--- config.mk ---
export PLATFORM = sky130hd
export DESIGN_NAME = spi_cmd_master
export DESIGN_NICKNAME = d
export VERILOG_FILES = /design/src/rtl/spi_cmd_master_pkg.sv /design/src/rtl/spi_shift_reg.sv /design/src/rtl/spi_cmd_master.sv
export SDC_FILE = /design/constraint.sdc
export NUM_CORES = 1
export LEC_CHECK = 0
export CAP_MARGIN = 10
export CORE_MARGIN = 5
export CORE_UTILIZATION = 40
export CTS_BUF_LIST = sky130_fd_sc_hd__clkbuf_4 sky130_fd_sc_hd__clkbuf_8
export DETAILED_ROUTE_END_ITERATION = 8
export SKIP_CTS_REPAIR_TIMING = 1
export SLEW_MARGIN = 20
export SYNTH_ARGS = -nofsm -noshare
export SYNTH_HDL_FRONTEND = slang
export SYNTH_HIERARCHICAL = 1
export SYNTH_SLANG_ARGS = --single-unit
--- constraint.sdc ---
create_clock -name clk -period 3.3 [get_ports clk]
set_clock_uncertainty 0.2 [all_clocks]
set_input_delay 0.99 -clock clk [delete_from_list [all_inputs] [get_ports clk]]
set_output_delay 0.99 -clock clk [all_outputs]
set_load 0.01 [all_outputs]
--- src/rtl/spi_cmd_master_pkg.sv ---
// -----------------------------------------------------------------------------
// spi_cmd_master_pkg
//   Shared definitions for the SPI command master:
//     - state_t          : master FSM states
//     - OP_*             : request opcodes carried in req_op
//     - FRAME_BITS       : serialised frame width ({op, payload})
//     - DATA_BITS        : payload / captured byte width
//     - CNT_W            : width of the per-phase cycle counter
//   Optional feature macro used by the design: SPI_CMD_MASTER_STATUS_EN.
// -----------------------------------------------------------------------------
package spi_cmd_master_pkg;

    typedef enum logic [2:0] {
        ST_IDLE    = 3'd0,
        ST_START   = 3'd1,
        ST_SHIFT   = 3'd2,
        ST_WAIT    = 3'd3,
        ST_CAPTURE = 3'd4,
        ST_DONE    = 3'd5
    } state_t;

    localparam logic [1:0] OP_WR_ADDR = 2'b00;
    localparam logic [1:0] OP_WR_DATA = 2'b01;
    localparam logic [1:0] OP_RD_ADDR = 2'b10;
    localparam logic [1:0] OP_RD_DATA = 2'b11;

    localparam int unsigned DATA_BITS  = 8;
    localparam int unsigned FRAME_BITS = DATA_BITS + 2;
    localparam int unsigned CNT_W      = 4;

    // Last counter value of each counted phase.
    localparam logic [CNT_W-1:0] SHIFT_LAST   = CNT_W'(FRAME_BITS - 1);
    localparam logic [CNT_W-1:0] CAPTURE_LAST = CNT_W'(DATA_BITS - 1);

    // Only a read-data command turns the bus around to receive a byte.
    function automatic logic is_read_data(input logic [1:0] op);
        return (op == OP_RD_DATA);
    endfunction

endpackage

--- src/rtl/spi_shift_reg.sv ---
// -----------------------------------------------------------------------------
// spi_shift_reg
//   Parallel-load, MSB-out, serial-in shift register shared by the MOSI
//   serialiser and the MISO capture path of spi_cmd_master.
//
//   Ports:
//     clk            in   system clock
//     rst_n          in   asynchronous active-low reset
//     i_load         in   load i_load_data (has priority over shifting)
//     i_load_data    in   WIDTH-bit parallel load value
//     i_shift_en     in   shift left by one, i_serial_in enters at bit 0
//     i_serial_in    in   serial input bit
//     o_msb          out  current MSB (next bit to be sent)
//     o_capture_byte out  low CAP_W bits as they will be after the next shift
// -----------------------------------------------------------------------------
module spi_shift_reg #(
    parameter int unsigned WIDTH = 10,
    parameter int unsigned CAP_W = 8
) (
    input  logic             clk,
    input  logic             rst_n,
    input  logic             i_load,
    input  logic [WIDTH-1:0] i_load_data,
    input  logic             i_shift_en,
    input  logic             i_serial_in,
    output logic             o_msb,
    output logic [CAP_W-1:0] o_capture_byte
);

    logic [WIDTH-1:0] r_data;

    // NOTE: sequential state is written with non-blocking assignments so every
    // flop samples the pre-edge values of its neighbours.
    always_ff @(posedge clk or negedge rst_n) begin
        if (!rst_n) begin
            r_data <= '0;
        end else if (i_load) begin
            r_data <= i_load_data;
        end else if (i_shift_en) begin
            r_data <= {r_data[WIDTH-2:0], i_serial_in};
        end
    end

    assign o_msb = r_data[WIDTH-1];

    // Lets the owner register a complete captured byte on the same edge that
    // samples its final bit.
    assign o_capture_byte = {r_data[CAP_W-2:0], i_serial_in};

endmodule

--- src/rtl/spi_cmd_master.sv ---
// -----------------------------------------------------------------------------
// spi_cmd_master
//   Single-slave SPI command master. Accepts one request at a time, sends a
//   command-select bit followed by the 10-bit frame {op, payload} MSB first,
//   and for read-data commands waits RD_WAIT cycles and captures one byte
//   from MISO, MSB first. All bus and handshake outputs are registered.
//
//   Parameter:
//     RD_WAIT      cycles between last command bit and first captured bit
//                  (legal 1..15)
//
//   Ports:
//     clk          in   system clock, rising edge
//     rst_n        in   asynchronous active-low reset
//     req_valid    in   host request present
//     req_ready    out  high only in IDLE; request accepted on valid&&ready
//     req_op       in   opcode (OP_WR_ADDR/OP_WR_DATA/OP_RD_ADDR/OP_RD_DATA)
//     req_payload  in   address or data byte
//     rsp_valid    out  one-cycle pulse in the DONE cycle of a read-data frame
//     rsp_data     out  last captured byte, held until the next capture
//     SS_n         out  slave select, active low
//     MOSI         out  serial data to slave (0 whenever SS_n is high)
//     MISO         in   serial data from slave
//     busy         out  high in every state except IDLE   (status build only)
//     frame_cnt    out  completed frames, wraps at 16 bits (status build only)
//
//   Optional feature macro: SPI_CMD_MASTER_STATUS_EN adds busy/frame_cnt.
// -----------------------------------------------------------------------------
module spi_cmd_master
    import spi_cmd_master_pkg::*;
#(
    parameter int unsigned RD_WAIT = 2
) (
    input  logic        clk,
    input  logic        rst_n,
    input  logic        req_valid,
    output logic        req_ready,
    input  logic [1:0]  req_op,
    input  logic [7:0]  req_payload,
    output logic        rsp_valid,
    output logic [7:0]  rsp_data,
    output logic        SS_n,
    output logic        MOSI,
    input  logic        MISO
`ifdef SPI_CMD_MASTER_STATUS_EN
    ,
    output logic        busy,
    output logic [15:0] frame_cnt
`endif
);

    localparam logic [CNT_W-1:0] WAIT_LAST = CNT_W'(RD_WAIT - 1);

    state_t                 r_state;
    logic [1:0]             r_op;
    logic [CNT_W-1:0]       r_cnt;
    logic                   r_ss_n;
    logic                   r_mosi;
    logic                   r_req_ready;
    logic                   r_rsp_valid;
    logic [DATA_BITS-1:0]   r_rsp_data;

    logic                   w_accept;
    logic                   w_shift_en;
    logic                   w_sr_msb;
    logic [DATA_BITS-1:0]   w_capture_byte;

    assign w_accept = req_valid && r_req_ready && (r_state == ST_IDLE);

    // Shift on the START edge (presents frame bit 9), on every SHIFT edge but
    // the last (frame bit 0 is already on MOSI), and on every CAPTURE edge.
    // NOTE: every variable driven here gets a default first so no latch is
    // inferred for the state values not listed.
    always_comb begin
        w_shift_en = 1'b0;
        case (r_state)
            ST_START:   w_shift_en = 1'b1;
            ST_SHIFT:   w_shift_en = (r_cnt != SHIFT_LAST);
            ST_CAPTURE: w_shift_en = 1'b1;
            default:    w_shift_en = 1'b0;
        endcase
    end

    spi_shift_reg #(
        .WIDTH (FRAME_BITS),
        .CAP_W (DATA_BITS)
    ) u_shift_reg (
        .clk            (clk),
        .rst_n          (rst_n),
        .i_load         (w_accept),
        .i_load_data    ({req_op, req_payload}),
        .i_shift_en     (w_shift_en),
        .i_serial_in    (MISO),
        .o_msb          (w_sr_msb),
        .o_capture_byte (w_capture_byte)
    );

    // Master FSM. Outputs are assigned on the edge that enters the state they
    // belong to, so they line up with r_state cycle for cycle.
    always_ff @(posedge clk or negedge rst_n) begin
        if (!rst_n) begin
            r_state     <= ST_IDLE;
            r_op        <= OP_WR_ADDR;
            r_cnt       <= '0;
            r_ss_n      <= 1'b1;
            r_mosi      <= 1'b0;
            r_req_ready <= 1'b0;
            r_rsp_valid <= 1'b0;
            r_rsp_data  <= '0;
        end else begin
            r_rsp_valid <= 1'b0;
            case (r_state)
                ST_IDLE: begin
                    r_ss_n <= 1'b1;
                    r_mosi <= 1'b0;
                    if (w_accept) begin
                        r_op        <= req_op;
                        r_req_ready <= 1'b0;
                        r_ss_n      <= 1'b0;
                        r_mosi      <= req_op[1];   // command-select bit
                        r_state     <= ST_START;
                    end else begin
                        r_req_ready <= 1'b1;
                    end
                end

                ST_START: begin
                    r_mosi  <= w_sr_msb;
                    r_cnt   <= '0;
                    r_state <= ST_SHIFT;
                end

                ST_SHIFT: begin
                    if (r_cnt == SHIFT_LAST) begin
                        r_mosi <= 1'b0;
                        r_cnt  <= '0;
                        if (is_read_data(r_op)) begin
                            r_state <= ST_WAIT;
                        end else begin
                            r_ss_n  <= 1'b1;
                            r_state <= ST_DONE;
                        end
                    end else begin
                        r_mosi <= w_sr_msb;
                        r_cnt  <= r_cnt + 1'b1;
                    end
                end

                ST_WAIT: begin
                    if (r_cnt == WAIT_LAST) begin
                        r_cnt   <= '0;
                        r_state <= ST_CAPTURE;
                    end else begin
                        r_cnt <= r_cnt + 1'b1;
                    end
                end

                ST_CAPTURE: begin
                    if (r_cnt == CAPTURE_LAST) begin
                        r_cnt       <= '0;
                        r_ss_n      <= 1'b1;
                        r_rsp_valid <= 1'b1;
                        r_rsp_data  <= w_capture_byte;
                        r_state     <= ST_DONE;
                    end else begin
                        r_cnt <= r_cnt + 1'b1;
                    end
                end

                ST_DONE: begin
                    r_req_ready <= 1'b1;
                    r_state     <= ST_IDLE;
                end

                default: begin
                    r_cnt       <= '0;
                    r_ss_n      <= 1'b1;
                    r_mosi      <= 1'b0;
                    r_req_ready <= 1'b0;
                    r_state     <= ST_IDLE;
                end
            endcase
        end
    end

    assign req_ready = r_req_ready;
    assign rsp_valid = r_rsp_valid;
    assign rsp_data  = r_rsp_data;
    assign SS_n      = r_ss_n;
    assign MOSI      = r_mosi;

`ifdef SPI_CMD_MASTER_STATUS_EN
    logic [15:0] r_frame_cnt;

    // Counts on the edge leaving DONE; wraps naturally at 16 bits.
    always_ff @(posedge clk or negedge rst_n) begin
        if (!rst_n) begin
            r_frame_cnt <= '0;
        end else if (r_state == ST_DONE) begin
            r_frame_cnt <= r_frame_cnt + 16'd1;
        end
    end

    assign busy      = (r_state != ST_IDLE);
    assign frame_cnt = r_frame_cnt;
`endif

endmodule
Yosys cells after proc, flatten, opt, wreduce, memory -nomap -nowiden:

Index checks and enable logic that the tools add are counted.

* register bits: 31
* bits in latches: 0
* memory bits (writable): 0
* memory bits (read-only): 0
* input port bits: 14
* logic and storage cells: 63
* memories kept: 0

* add/subtract/negate cells: 1
* multiply operators: 0
* div/mod/pow operators: 0
* $lt $le $gt $ge: 0
* eq/ne operators: 15
* shifts and indexed selects: 0
* muxes and demuxes: 24
* bitwise logic cells: 1
* reduce and logical (&&, ||, !) cells: 13

Operator list (number)
* 10-bit 2-to-1 mux: 2
* 4-bit one-hot mux with 4 select lines: 1
* 3-bit 2-to-1 mux: 5
* 3-bit one-hot mux with 5 select lines: 1
* 4-bit 2-to-1 mux: 3
* 1-bit 2-to-1 mux: 8
* 2-bit inequality test (second input constant): 4
* 1-bit one-hot mux with 4 select lines: 2
* 4-bit AND reduction: 2
* 3-bit by 2-bit == test with 1-bit output (second input constant): 2
* 3-bit == test (second input constant): 2
* 3-bit OR reduction: 2
* 4-bit by 1-bit adder with 4-bit output (second input constant): 1
* 4-bit by 1-bit == test with 1-bit output (second input constant): 1
* 4-bit by 3-bit == test with 1-bit output (second input constant): 1
* 4-bit == test (second input constant): 1
* 4-bit inequality test (second input constant): 1
* 2-bit AND reduction: 2
* 2-bit OR reduction: 2
* 4-bit OR reduction: 1
* 3-bit by 1-bit == test with 1-bit output (second input constant): 1
* 3-bit zero test: 1
* 1-bit one-hot mux with 3 select lines: 1
* 2-bit == test (second input constant): 1
* 5 further kinds: 6

Depth between registers and ports, before layout:

* depth in word-level cells: 5
* mapped depth: 9
* gate-level depth less buffers: 8

Hierarchy:

The synthesis kept the hierarchy.

Modules (own cells, without submodules)
* spi_cmd_master: instances 1, cells each 105, area each 1141.1 µm²
* spi_shift_reg: instances 1, cells each 51, area each 523.0 µm²

Worst setup path after synthesis:

Ideal clock, no wire load.

* path kind: input -> register
* start point: input req_valid
* end point: register r_op[0]
* setup time: 0.125 ns
* arrival time: 1.647 ns
* slack: 1.328 ns
* stages: 3
* buffers on the path: 0
* path through: nand2_1 -> nor4_4 -> mux2_2

* word-level cells in the longest chain between the ends: 3

RTL lines
* from (decl): RTL line spi_cmd_master.sv:36 `input logic req_valid,`
* 1-bit logical AND (2 in a row): RTL line spi_cmd_master.sv:68 `assign w_accept = req_valid && r_req_ready && (r_state == ST_IDLE);`
* via w_accept: RTL line spi_cmd_master.sv:63 `logic w_accept;`
* 2-bit AND reduction (no source line)
* to (signal assigned): RTL line spi_cmd_master.sv:117 `r_op <= req_op;`
* to (decl): RTL line spi_cmd_master.sv:55 `logic [1:0] r_op;`

The timed path passes the listed nets, and every way through them passes these cells.
A chain may end at the register's enable or synchronous reset.

Final worst setup path:

* start point: register r_ss_n (netlist: SS_n)
* end point: output SS_n

RTL lines
* from (decl): RTL line spi_cmd_master.sv:57 `logic r_ss_n;`
* from (signal assigned): RTL line spi_cmd_master.sv:105 `r_ss_n <= 1'b1;`
* from (signal assigned): RTL line spi_cmd_master.sv:114 `r_ss_n <= 1'b1;`
* from (signal assigned): RTL line spi_cmd_master.sv:119 `r_ss_n <= 1'b0;`
* to (decl): RTL line spi_cmd_master.sv:42 `output logic SS_n,`

No word-level cell between the ends.

==> reports/qor.csv <==
stage;metric;value;unit
global_route;antenna_found_initial;0;
cells_and_area;area_delta_synth_final;18.0;%
sta;relSlewSlack;59.2;%
cells_and_area;fillCellCount;386;
worst_setup_path;worst-endpoint-required;2.11;ns
clocking;numClockSinks;31;
logic_synthesis;synthArstFlopShare;100;%
floorplan;placeableCoreArea;4030;µm²
clocking;htree_num_levels;2;
cells_and_area;final_common_cell;dfrtp_1;
pwr;swShare;38.3;%
sta;worst_slack;0.754;ns
placed_design;dp_slack;0.666;ns
routing;drc;0;
sta;fmax;393;MHz
floorplan;die_h;74.5;µm
cells_and_area;layout.nets;189;
global_route;grt_max_degree;32;
logic_synthesis;yosys.cell_types.count;39;
logic_synthesis;synth.avg_cell_area;10.7;µm²
routing;vias_per_cell;4.97;
hold_path;hp-class;register to register;
sta;holdWs;0.277;ns
sta;worstMarginPinSlew;0.612;ns
sta;setup_viol;0;
hold_path;worstHoldStart;SS_n;
clocking;cts_buffers;5;
pwr;p_sw;0.653;mW
routing;wire_per_inst;13.9;µm
pwr;comb_power_share;40.8;%
worst_setup_path;crit_arrival;1.36;ns
worst_setup_path;crit_path_cell_trace;clkdlybuf4s50_1;
worst_setup_path;path_buf_inv;1;
worst_setup_path;startpoint;SS_n;
clocking;cts_tree;built;
worst_setup_path;slowest_stage;dfstp_2;
job;maxCapViolCount;0;
routing;totalWireLength;3120;µm
sta;hold_viol;0;
logic_synthesis;yosysTopAreaCellShare;45.1;%
pwr;peakVddDrop;385;µV
floorplan;die_x;74.5;µm
routing;drt_pre_antenna_iters;4;
sta;finalCriticalPeriod;2.55;ns
placed_design;routabilityCongestion;0.746;
worst_setup_path;cpPeakStageDelay;0.54;ns
worst_setup_path;end_kind;output pin;
sta;fin_setup_tns;0;ns
clocking;clock_tree.buffer_depth;2;
worst_setup_path;rr_startpoint;r_state[2];
sta;final_max_slew_viol_count;0;
sta;rsz0062_at_grt;no;
routing;final_antenna_net_count;0;
placed_design;port_buffers;25;
sta;period_share;77.2;%
pwr;clkPwrFrac;17.5;%
logic_synthesis;synth_ff_type;dfrtp_1;
clocking;clk_pin_slew;0.06;ns
worst_setup_path;crit_path_start_kind;register;
worst_setup_path;critPathTopFamily;flip-flops;
routing;drtIter0Drc;59;
cells_and_area;diodes;0;
logic_synthesis;synth_edf_count;0;
global_route;grt_pass1_wl;5560;µm
pwr;p_int;1.05;mW
logic_synthesis;ys_seq_area_share;46.7;%
logic_synthesis;ys_ff_latch;31;
clocking;insertion_delay;0.28;ns
pwr;power.density;867;nW/µm²
run_status;status;complete, no violations;
worst_setup_path;crit_fanout;2;
logic_synthesis;syn-num-nets;172;
routing;routed-via-count;1114;
clocking;cts_root_buffer;clkbuf_8;
placed_design;dp.cells;216;
logic_synthesis;synth.area.top_cells;dfrtp_1, mux2_2, mux2i_1;
global_route;grt_remaining_overflow;0;
logic_synthesis;syn_inst;156;
cells_and_area;stdcell_count;224;
floorplan;dieArea;5550;µm²
cells_and_area;final_layout_size_suffix_gt1_share;17.2;%
global_route;grt_pass1_vias;1182;
pwr;power.leakage;0.919;nW
pwr;total_power;1.70;mW
floorplan;placementRows;23;
global_route;grt.total_usage;13.2;%
cells_and_area;final_cell_mix;dfrtp_1, clkdlybuf4s50_1, nand2_1;
floorplan;io_pins;26;
placed_design;place_hpwl;2280;µm
worst_setup_path;path_class;register to output pin;
logic_synthesis;yosysTopAreaCell;dfrtp_1;
logic_synthesis;syn_area;1660;µm²
pwr;seq_power_share;41.7;%
logic_synthesis;ys_warn_count;6;
floorplan;start_util;41.3;%
## cell type report
| type | instances | area, µm² | share of cell area [%] |
|---|---|---|---|
| Timing Repair Buffer | 28 | 273 | 13.9 |
| Multi-Input combinational cell | 102 | 744 | 37.9 |
| Inverter | 5 | 18.8 | 0.955 |
| Sequential cell | 31 | 777 | 39.6 |
| Clock buffer | 7 | 83.8 | 4.27 |
| Tap cell | 50 | 62.6 | 3.18 |
| Clock inverter | 1 | 5.00 | 0.255 |
## kinds of logic after synthesis
kind of cell | Yosys count | share of synthesized area, %
xor+xnor | 4 | 2.11
mux | 21 | 13.5
compound gates | 36 | 13.5
simple gates | 39 | 14.2
fa+ha+maj | 2 | 1.50
buf+inv | 23 | 8.57
flops | 31 | 46.7
## sequential cells by signal, summed over array words and instances (netlist names)
signal              flops
u_shift_reg/r_data     10
r_op                    2
MOSI                    1
req_ready               1
r_state                 3
r_cnt                   4
rsp_valid               1
SS_n                    1
rsp_data                8
## cells in the mapped netlist, types with 2 or more instances
master	count
buf_2	6
buf_4	9
xor2_1	3
a21oi_1	6
a211o_1	2
o211ai_1	2
dfrtp_1	30
a211oi_1	3
inv_1	5
nand2b_1	4
o21ai_0	7
buf_6	2
ha_1	2
nor2_1	5
o21ai_1	9
nor2b_1	2
mux2_2	11
nand2_1	18
mux2i_1	10
## path summary, 6_finish.rpt
kind	end	slack, ns	cells past startpoint
setup / recovery	SS_n	0.75	1
hold reg to reg	SS_n	0.28	2
max in group asynchronous	SS_n	1.68	2
hold / removal	SS_n	0.28	2
min in group asynchronous	req_ready	0.90	2
setup reg to reg	u_shift_reg/r_data[0]	1.08	5
## power groups by stage
| stage | clock, mW | sequential [mW] | combinational (mW) |
|---|---|---|---|
| detailed placement | 0 | 0.716 | 0.705 |
| global placement | 0 | 0.708 | 0.677 |
| floorplan | 0 | 0.626 | 0.670 |
| CTS | 0.313 | 0.709 | 0.707 |
| global route | 0.328 | 0.739 | 0.780 |
| finish | 0.299 | 0.710 | 0.695 |
## metal layers
| metal | up-vias | wire length, µm | GRT usage (%) |
|---|---|---|---|
| li1 | 565 | - | - |
| met1 | 521 | 1410 | 16.8 |
| met5 | - | 0 | 0 |
| met2 | 23 | 1510 | 20.9 |
| met3 | 5 | 151 | 4.59 |
| met4 | 0 | 48 | 4.74 |
## per-stage QoR
step / util [%] / area (µm²)
5_1_grt: 48.8 / 1960
2_1_floorplan: - / 1660
4_1_cts: 48.8 / 1960
3_5_place_dp: 46.6 / 1880
6_report: 48.8 / 1960
3_3_place_gp: 46.6 / 1880
Power figures use the tool's default switching activity.
